===== src/rtl/alu_bist_pkg.sv =====
// Shared types, constants and the reference ALU function for the ALU self-test sequencer.
package alu_bist_pkg;

  typedef enum logic [1:0] {
    OP_ADD = 2'd0,
    OP_SUB = 2'd1,
    OP_AND = 2'd2,
    OP_OR  = 2'd3
  } alu_op_t;

  typedef enum logic [1:0] {
    ST_IDLE,
    ST_APPLY,
    ST_SAMPLE,
    ST_DONE
  } bist_state_t;

  localparam int unsigned NUM_VECTORS = 1024;
  localparam logic [15:0] MISR_POLY   = 16'h1021;
  localparam logic [15:0] MISR_SEED   = 16'hFFFF;

  // Expected {carry,result}; SUB carry is the no-borrow flag (A >= B).
  function automatic logic [4:0] golden(input alu_op_t op, input logic [3:0] a,
                                        input logic [3:0] b);
    logic [4:0] r;
    r = '0;
    case (op)
      OP_ADD:  r = {1'b0, a} + {1'b0, b};
      OP_SUB:  r = {1'b0, a} + {1'b0, ~b} + 5'd1;
      OP_AND:  r = {1'b0, a & b};
      OP_OR:   r = {1'b0, a | b};
      default: r = '0;
    endcase
    return r;
  endfunction

endpackage


===== src/rtl/alu_golden_model.sv =====
// Combinational reference ALU: maps a packed {op,A,B} vector to the expected {carry,result}.
module alu_golden_model
  import alu_bist_pkg::*;
(
  input  logic [9:0] vec,
  output logic [4:0] expected
);

  always_comb begin
    expected = golden(alu_op_t'(vec[9:8]), vec[7:4], vec[3:0]);
  end

endmodule


===== src/rtl/alu_bist_sequencer.sv =====
// Sweeps all 1024 {op,A,B} vectors through the external ALU and checks each response.
// Optional MISR response compaction is enabled by defining ALU_BIST_MISR_EN.
module alu_bist_sequencer
  import alu_bist_pkg::*;
#(
  parameter int unsigned SETTLE = 1,
  parameter int unsigned FAIL_W = 11
) (
  input  logic              clk,
  input  logic              rst_n,
  input  logic              start,
  output logic [3:0]        alu_a,
  output logic [3:0]        alu_b,
  output logic [1:0]        alu_op,
  input  logic [3:0]        alu_result,
  input  logic              alu_carry,
  output logic              busy,
  output logic              done,
  output logic [FAIL_W-1:0] fail_count,
  output logic [9:0]        first_fail,
  output logic [15:0]       signature
);

  localparam logic [3:0] SETTLE_LOAD = 4'(SETTLE - 1);
  localparam logic [9:0] LAST_IDX    = 10'(NUM_VECTORS - 1);

  bist_state_t       state_q, state_d;
  logic [3:0]        settle_q, settle_d;
  logic [3:0]        alu_a_q, alu_a_d, alu_b_q, alu_b_d;
  logic [1:0]        alu_op_q, alu_op_d;
  logic              busy_q, busy_d, done_q, done_d;
  logic [FAIL_W-1:0] fail_q, fail_d;
  logic [9:0]        first_q, first_d;
  logic [9:0]        cur_vec, vec_idx, next_idx;
  logic [4:0]        expected;
  logic              launch, mismatch, is_last;

  // A and B count down while op counts up, so inverting A/B yields a plain up-counter index.
  assign cur_vec  = {alu_op_q, alu_a_q, alu_b_q};
  assign vec_idx  = {alu_op_q, ~alu_a_q, ~alu_b_q};
  assign next_idx = vec_idx + 10'd1;
  assign is_last  = (vec_idx == LAST_IDX);
  assign launch   = start && ((state_q == ST_IDLE) || (state_q == ST_DONE));
  assign mismatch = ({alu_carry, alu_result} != expected);

  alu_golden_model u_golden (
    .vec      (cur_vec),
    .expected (expected)
  );

  always_ff @(posedge clk) begin
    if (!rst_n) state_q <= ST_IDLE;
    else        state_q <= state_d;
  end

  always_comb begin
    state_d = state_q;
    case (state_q)
      ST_IDLE, ST_DONE: if (start) state_d = ST_APPLY;
      ST_APPLY:         if (settle_q == '0) state_d = ST_SAMPLE;
      ST_SAMPLE:        state_d = is_last ? ST_DONE : ST_APPLY;
      default:          state_d = ST_IDLE;
    endcase
  end

  always_comb begin
    settle_d = settle_q;
    alu_a_d  = alu_a_q;
    alu_b_d  = alu_b_q;
    alu_op_d = alu_op_q;
    fail_d   = fail_q;
    first_d  = first_q;
    busy_d   = (state_d == ST_APPLY) || (state_d == ST_SAMPLE);
    done_d   = (state_d == ST_DONE);
    case (state_q)
      ST_IDLE, ST_DONE: begin
        if (launch) begin
          alu_op_d = 2'b00;
          alu_a_d  = '1;
          alu_b_d  = '1;
          settle_d = SETTLE_LOAD;
          fail_d   = '0;
          first_d  = '0;
        end
      end
      ST_APPLY: begin
        if (settle_q != '0) settle_d = settle_q - 4'd1;
      end
      ST_SAMPLE: begin
        if (mismatch) begin
          if (fail_q != '1) fail_d = fail_q + 1'b1;
          if (fail_q == '0) first_d = cur_vec;
        end
        if (!is_last) begin
          alu_op_d = next_idx[9:8];
          alu_a_d  = ~next_idx[7:4];
          alu_b_d  = ~next_idx[3:0];
          settle_d = SETTLE_LOAD;
        end
      end
      default: ;
    endcase
  end

  always_ff @(posedge clk) begin
    if (!rst_n) begin
      settle_q <= '0;
      alu_a_q  <= '0;
      alu_b_q  <= '0;
      alu_op_q <= '0;
      busy_q   <= 1'b0;
      done_q   <= 1'b0;
      fail_q   <= '0;
      first_q  <= '0;
    end else begin
      settle_q <= settle_d;
      alu_a_q  <= alu_a_d;
      alu_b_q  <= alu_b_d;
      alu_op_q <= alu_op_d;
      busy_q   <= busy_d;
      done_q   <= done_d;
      fail_q   <= fail_d;
      first_q  <= first_d;
    end
  end

  assign alu_a      = alu_a_q;
  assign alu_b      = alu_b_q;
  assign alu_op     = alu_op_q;
  assign busy       = busy_q;
  assign done       = done_q;
  assign fail_count = fail_q;
  assign first_fail = first_q;

`ifdef ALU_BIST_MISR_EN
  logic [15:0] misr_q, misr_d;

  always_comb begin
    misr_d = misr_q;
    if (launch) begin
      misr_d = MISR_SEED;
    end else if (state_q == ST_SAMPLE) begin
      misr_d = {misr_q[14:0], 1'b0} ^ (misr_q[15] ? MISR_POLY : '0)
             ^ {11'b0, alu_carry, alu_result};
    end
  end

  always_ff @(posedge clk) begin
    if (!rst_n) misr_q <= '0;
    else        misr_q <= misr_d;
  end

  assign signature = misr_q;
`else
  assign signature = '0;
`endif

endmodule


===== config.mk =====
export PLATFORM = sky130hd
export DESIGN_NAME = alu_bist_sequencer
export DESIGN_NICKNAME = d
export VERILOG_FILES = /design/src/rtl/alu_bist_pkg.sv /design/src/rtl/alu_golden_model.sv /design/src/rtl/alu_bist_sequencer.sv
export SDC_FILE = /design/constraint.sdc
export NUM_CORES = 1
export LEC_CHECK = 0
export BUFFER_PORTS_ARGS = -buffer_cell sky130_fd_sc_hd__buf_2
export CAP_MARGIN = 20
export CORE_ASPECT_RATIO = 0.6
export CORE_UTILIZATION = 50
export CTS_BUF_LIST = sky130_fd_sc_hd__clkbuf_16
export CTS_CLUSTER_DIAMETER = 120
export DETAILED_ROUTE_END_ITERATION = 8
export HOLD_SLACK_MARGIN = 0.15
export PLACE_DENSITY = 0.74
export SYNTH_ARGS = -nofsm -noshare
export SYNTH_HDL_FRONTEND = slang
export SYNTH_SLANG_ARGS = --single-unit
export TNS_END_PERCENT = 1

===== constraint.sdc =====
create_clock -name clk -period 3.25 [get_ports clk]
set_clock_uncertainty 0.05 [all_clocks]
set_input_delay 0.65 -clock clk [delete_from_list [all_inputs] [get_ports clk]]
set_output_delay 0.65 -clock clk [all_outputs]
set_load 0.1 [all_outputs]

==> impl_metrics.ini, run 1 <==
[worst_hold_path]
hold_class = flop to flop

[detailed_routing]
ant_nets = 0
vias = 2328
drt_wl_total_mm = 5.912
drtPass1Iterations = 4
drtIter0Drc = 103
avgViaCountPerCell = 5.401
route.detailed.drc = 0
avgRoutedWirePerCell_um = 13.72

[global_routing]
grt_max_degree = 52
grt_pass1_wl_mm = 9.915
first_global_vias = 2111
antenna_found_initial = 0
overflow = 0
track_usage_pct = 21.79

[worst_setup_path]
startpoint_type = flop
critPathMaxFanout = 10
path_class = flop to flop
cp-end-kind = flop
crit_arrival_ps = 3010
cp.required_ps = 3400

[power]
p_leak_nw = 1.350
switching_power_mw = 0.6360
p_clk_share_pct = 29.8
comb_power_share_pct = 35.7
power.density_nw_per_um2 = 521.0
totalPowerFinal_mw = 1.575
vdd_drop_max_uv = 256.4
p_int_mw = 0.9389
switching_share_pct = 40.38
p_seq_share_pct = 34.5

[cells_and_area]
area_growth_pct = 12.42
fillers = 497
nets = 394
num_antenna_cells = 0
multi_input_area_um2 = 1669
drive_gt1_share_pct = 19.18
stdcell_area_um2 = 3023
seq_area_um2 = 788.3

[yosys]
ys_warn_count = 0
yosys-top-cells-area = dfxtp_1 29%, ha_1 9.3%, nand3_1 5.8%
synthTopCellsByCount = 39 x dfxtp_1, 33 x nand2_1, 31 x nand3_1
synth_top_area_share_pct = 29.04
synth_cell_types = 49
async_flop_share_pct = 0
syn_area_um2 = 2689
yosysSeqAreaShare_pct = 29.04
synth_edf_count = 0
yosys_register_bits = 39
yosys_most_used_dff = dfxtp_1
synth_largest_area_cell = dfxtp_1
syn_inst = 327
yosys.cell_count.top_type = dfxtp_1
avgSynthCellArea_um2 = 8.223

[floorplan]
initial_utilization_pct = 52.67
fp.dieH_um = 58.81
io_pins = 57
core_um2 = 5105
num_rows = 20
die_w_um = 96.67
dieArea_um2 = 5685

[cts]
insertion_delay_ps = 280
cts-root-buf = clkbuf_16
h-tree-depth = 2
post_cts_buffers = 0
path_clk_slew_ps = 60
cts_tree = built
cts-resized-gates = 0
cts_hold_buffers = 0
numCtsBuffers = 5
clock_path_buffers = 2
clock_sinks = 39

[sta]
fmax_mhz = 350.5
setup_tns_ps = 0
fin_crit_sh_pct = 87.78
setup_viol = 0
setup_slack_ps = 397.2
hold-worst-slack_ps = 406.5
slew_headroom_pct = 46.25
hold_viol_final = 0
worst_pin_slew_ps = 806.2
period_needed_ps = 2853
slew_violations = 0
rsz0062_at_grt = false

[place]
post-dp-hpwl_mm = 4.355
place_ws_ps = 410.1
gp_congestion = 0.8640
io_buffers = 40
place_area_um2 = 2883

[job]
maxCapViolations = 0

[outcome]
outcome = completed
==> sequential cells by signal, indices dropped and copies added, names as in the netlist <==
name        count
alu_a           4
busy            1
fail_count     11
alu_op          2
done            1
first_fail     10
alu_b           4
state_q         2
settle_q        4
==> area by class of cell <==
class                      count  area share, %
sequential                    39          26.08
inverter                      24          2.980
clock inverter                 3         0.4967
clock buffer                   5          4.139
multi-input combinational    247          55.22
tap                           66          2.732
timing repair buffer          47          8.361
==> cells in the final DEF (no fill, tap or decap), types with 2 or more instances in the layout <==
master     instances
o221a_1            2
xnor2_1            9
and4_1             2
nand3_1           31
buf_4              7
clkbuf_16          5
mux2i_1           14
buf_2             40
fa_1               2
o31a_1             2
inv_1             23
ha_1              20
and3_1             7
xor2_1             6
clkinv_2           3
or3_1              2
nor2_1            10
and2_1             5
o21ai_0           19
a21boi_1           2
nor2b_1            4
conb_1            16
nor4_1             7
dfxtp_2            6
dfxtp_1           33
a21boi_0           6
nand2_1           33
o211a_1            3
a21oi_1           11
a21o_1             4
o21a_1             2
o221a_2            3
nor3_1             6
a32o_1             2
nor3b_1            3
==> power groups by stage <==
stage	Combinational (mW)	Clock (mW)	Sequential, mW
floorplan	0.351	0	0.681
global placement	0.553	0	0.552
detailed placement	0.559	0	0.554
CTS	0.561	0.482	0.544
global route	0.610	0.502	0.548
finish	0.563	0.469	0.544
==> final timing paths <==
check | start | cells past startpoint | endpoint | slack (ps)
setup reg to reg | alu_a[0]$_SDFFE_PN0P_ | 12 | first_fail[2]$_SDFFE_PN0P_ | 400
hold reg to reg | first_fail[4]$_SDFFE_PN0P_ | 2 | first_fail[4]$_SDFFE_PN0P_ | 410
hold / removal | first_fail[4]$_SDFFE_PN0P_ | 2 | first_fail[4]$_SDFFE_PN0P_ | 410
setup / recovery | alu_a[0]$_SDFFE_PN0P_ | 12 | first_fail[2]$_SDFFE_PN0P_ | 400
==> through the flow <==
step / instances / utilization (%)
CTS: 431 / 59.22
floorplan: 342 / -
global placement: 423 / 56.47
global route: 431 / 59.22
detailed placement: 423 / 56.47
finish: 431 / 59.22
==> cells by family (layout without fill, tap and decap cells) <==
| logic type | count (synthesis) | after routing | synth area share [%] |
|---|---|---|---|
| multiplexers | 14 | 14 | 5.212 |
| AND/OR/NAND/NOR | 117 | 117 | 22.43 |
| buffers and inverters | 56 | 79 | 10.98 |
| other | 1 | 16 | 0.1395 |
| AO/OA/AOI/OAI | 63 | 63 | 16.52 |
| XOR/XNOR | 15 | 15 | 4.886 |
| adder cells (fa/ha/maj) | 22 | 22 | 10.80 |
| flip-flops | 39 | 39 | 29.04 |
==> critical path: stages, from the launching register on <==
cell      delay (ps)
dfxtp_2          400
inv_1            100
ha_1             220
inv_1             70
fa_1             400
a211oi_1         240
a21oi_1           80
xnor2_1          140
and3_1           160
a31oi_2          280
a21boi_1         220
buf_4            230
mux2i_1          200
==> per-layer routing <==
layer / share of wire (%) / up-vias / GRT usage [%]
met5: 0 / - / 0
met4: 0.51 / 0 / 4.691
met3: 6.1 / 4 / 6.532
met2: 44 / 57 / 34.71
met1: 50 / 1091 / 29.51
li1: - / 1176 / -
(Power assumes the default switching activity.)
==> run 2, diff against run 1 <==
--- a/config.mk
+++ b/config.mk
@@ -17,4 +17,4 @@
 export SYNTH_ARGS = -nofsm -noshare
 export SYNTH_HDL_FRONTEND = slang
 export SYNTH_SLANG_ARGS = --single-unit
-export TNS_END_PERCENT = 1
+export TNS_END_PERCENT = 10
==> constraint.sdc (replaced) <==
create_clock -name clk -period 3.5 [get_ports clk]
set_clock_uncertainty 0.05 [all_clocks]
set_input_delay 0.7 -clock clk [delete_from_list [all_inputs] [get_ports clk]]
set_output_delay 0.7 -clock clk [all_outputs]
set_load 0.1 [all_outputs]
==> run 2 against run 1 <==
Net effect:
- sequential share of layout area down 0.53 points
- sequential cell count unchanged
- first-iteration DRC count up 1.9%
- combinational power down 7.6%
- power up 2.3%
- largest power group is now the clock network
- final cell count down 0.23%
- count of clock-buffer cells in the layout unchanged
==> impl_metrics.ini, run 2 (synthesis results as in run 1) <==
[outcome]
outcome = completed

[sta]
setup_slack_ps = 425.6
fin_crit_sh_pct = 87.84
setup_viol = 0
slew_headroom_pct = 46.14
slew_violations = 0
setup_tns_ps = 0
hold-worst-slack_ps = 405.4
period_needed_ps = 3074
rsz0062_at_grt = false
fmax_mhz = 325.3
worst_pin_slew_ps = 808.0
hold_viol_final = 0

[floorplan]
dieArea_um2 = 5685
initial_utilization_pct = 52.67
io_pins = 57
core_um2 = 5105
fp.dieH_um = 58.81
num_rows = 20
die_w_um = 96.67

[place]
place_area_um2 = 2868
gp_congestion = 0.8710
io_buffers = 40
post-dp-hpwl_mm = 4.360
place_inst = 422
place_ws_ps = 460.1

[worst_setup_path]
r2r_end = first_fail[3]$_SDFFE_PN0P_
critPathSlowestCell = dfxtp_1
crit_arrival_ps = 3230
startpoint_type = flop
critPathMaxFanout = 10
r2r_cells = 11
rr_startpoint = alu_a[1]$_SDFFE_PN0P_
ff2ff_setup_slack_ps = 430
crit_path_start = alu_a[1]$_SDFFE_PN0P_
critPathBufInv = 2
path_class = flop to flop
cp_common_cell = mux2i_1
crit_chain = inv_1 -> ha_1 -> nor2_1 -> or4_4 -> o311ai_2 -> mux2i_1 -> a21oi_2 -> a31oi_2 -> a21boi_1 -> buf_4 -> mux2i_1
cp.required_ps = 3660
cp-end-kind = flop
slowest_delay_ps = 550
crit_family = compound AO/OA/AOI/OAI gates

[detailed_routing]
vias = 2342
avgRoutedWirePerCell_um = 13.96
ant_nets = 0
drtIter0Drc = 105
route.detailed.drc = 0
avgViaCountPerCell = 5.447
drtPass1Iterations = 4
drt_wl_total_mm = 6.002

[cells_and_area]
final_cells = 430
fin_util_pct = 59.88
layout_common_cells = 40 x buf_2, 39 x dfxtp_1, 33 x nand2_1, 31 x nand3_1, 24 x inv_1
drive_gt1_share_pct = 17.03
nets = 393
final_common_cell = buf_2
area_growth_pct = 13.68
stdcell_area_um2 = 3057
largest_reg_flops = 11
num_antenna_cells = 0

[worst_hold_path]
hold_start = first_fail[2]$_SDFFE_PN0P_
hold_class = flop to flop
worstHoldEndpoint = first_fail[2]$_SDFFE_PN0P_
min_path_cells = 2

[cts]
path_clk_slew_ps = 60
clock_path_buffers = 2
post_cts_buffers = 0
cts_tree = built
h-tree-depth = 2
numCtsBuffers = 5
clock_sinks = 39
cts-resized-gates = 0
cts-root-buf = clkbuf_16
insertion_delay_ps = 280
cts_hold_buffers = 0

[global_routing]
antenna_found_initial = 0
track_usage_pct = 22.31
overflow = 0
grt_pass1_wl_mm = 10.09
first_global_vias = 2086
grt_max_degree = 52

[job]
maxCapViolations = 0

[power]
p_leak_nw = 1.365
power.density_nw_per_um2 = 527.2
vdd_drop_max_uv = 297.8
totalPowerFinal_mw = 1.611
[run 2: cell types whose count changed in the layout (fill, tap and decap cells not counted)]
cell / change
dfxtp_2: -6
inv_1: +1
clkinv_2: -3
buf_4: -1
dfxtp_1: +6
bufinv_16: +2
[run 2: worst min-delay path: stages (launching register included)]
cell and delay [ps]:
dfxtp_1 310, nand2_1 50, mux2i_1 50
[run 2: how the worst max path moves through the flow]
stage / to / slack [ps] / depth (start not counted)
after floorplan: first_fail[5]$_SDFFE_PN0P_ / 70 / 12
after global routing: first_fail[3]$_SDFFE_PN0P_ / 170 / 11
after global placement: first_fail[1]$_SDFFE_PN0P_ / 600 / 11
after CTS: first_fail[3]$_SDFFE_PN0P_ / 430 / 11
final: first_fail[3]$_SDFFE_PN0P_ / 430 / 11
after detailed placement: first_fail[6]$_SDFFE_PN0P_ / 460 / 11
[run 2: area by class of cell]
cell class	instances	area (um2)
Fill cell	482	2048
Multi-Input combinational cell	247	1669
Sequential cell	39	780.7
Timing Repair Buffer	46	245.2
Clock buffer	5	125.1
Inverter	24	90.09
Tap cell	66	82.58
Clock inverter	3	63.81
[run 2: metal layers]
layer	GRT usage [%]	wire length (um)
met5	0	0
met2	34.31	2557
met1	31.21	2968
met4	7.036	62
met3	5.344	413
[run 2: power by group]
| part | switching (mW) | internal (mW) |
|---|---|---|
| Sequential | 0.0377 | 0.468 |
| Clock | 0.180 | 0.406 |
| Combinational | 0.381 | 0.139 |
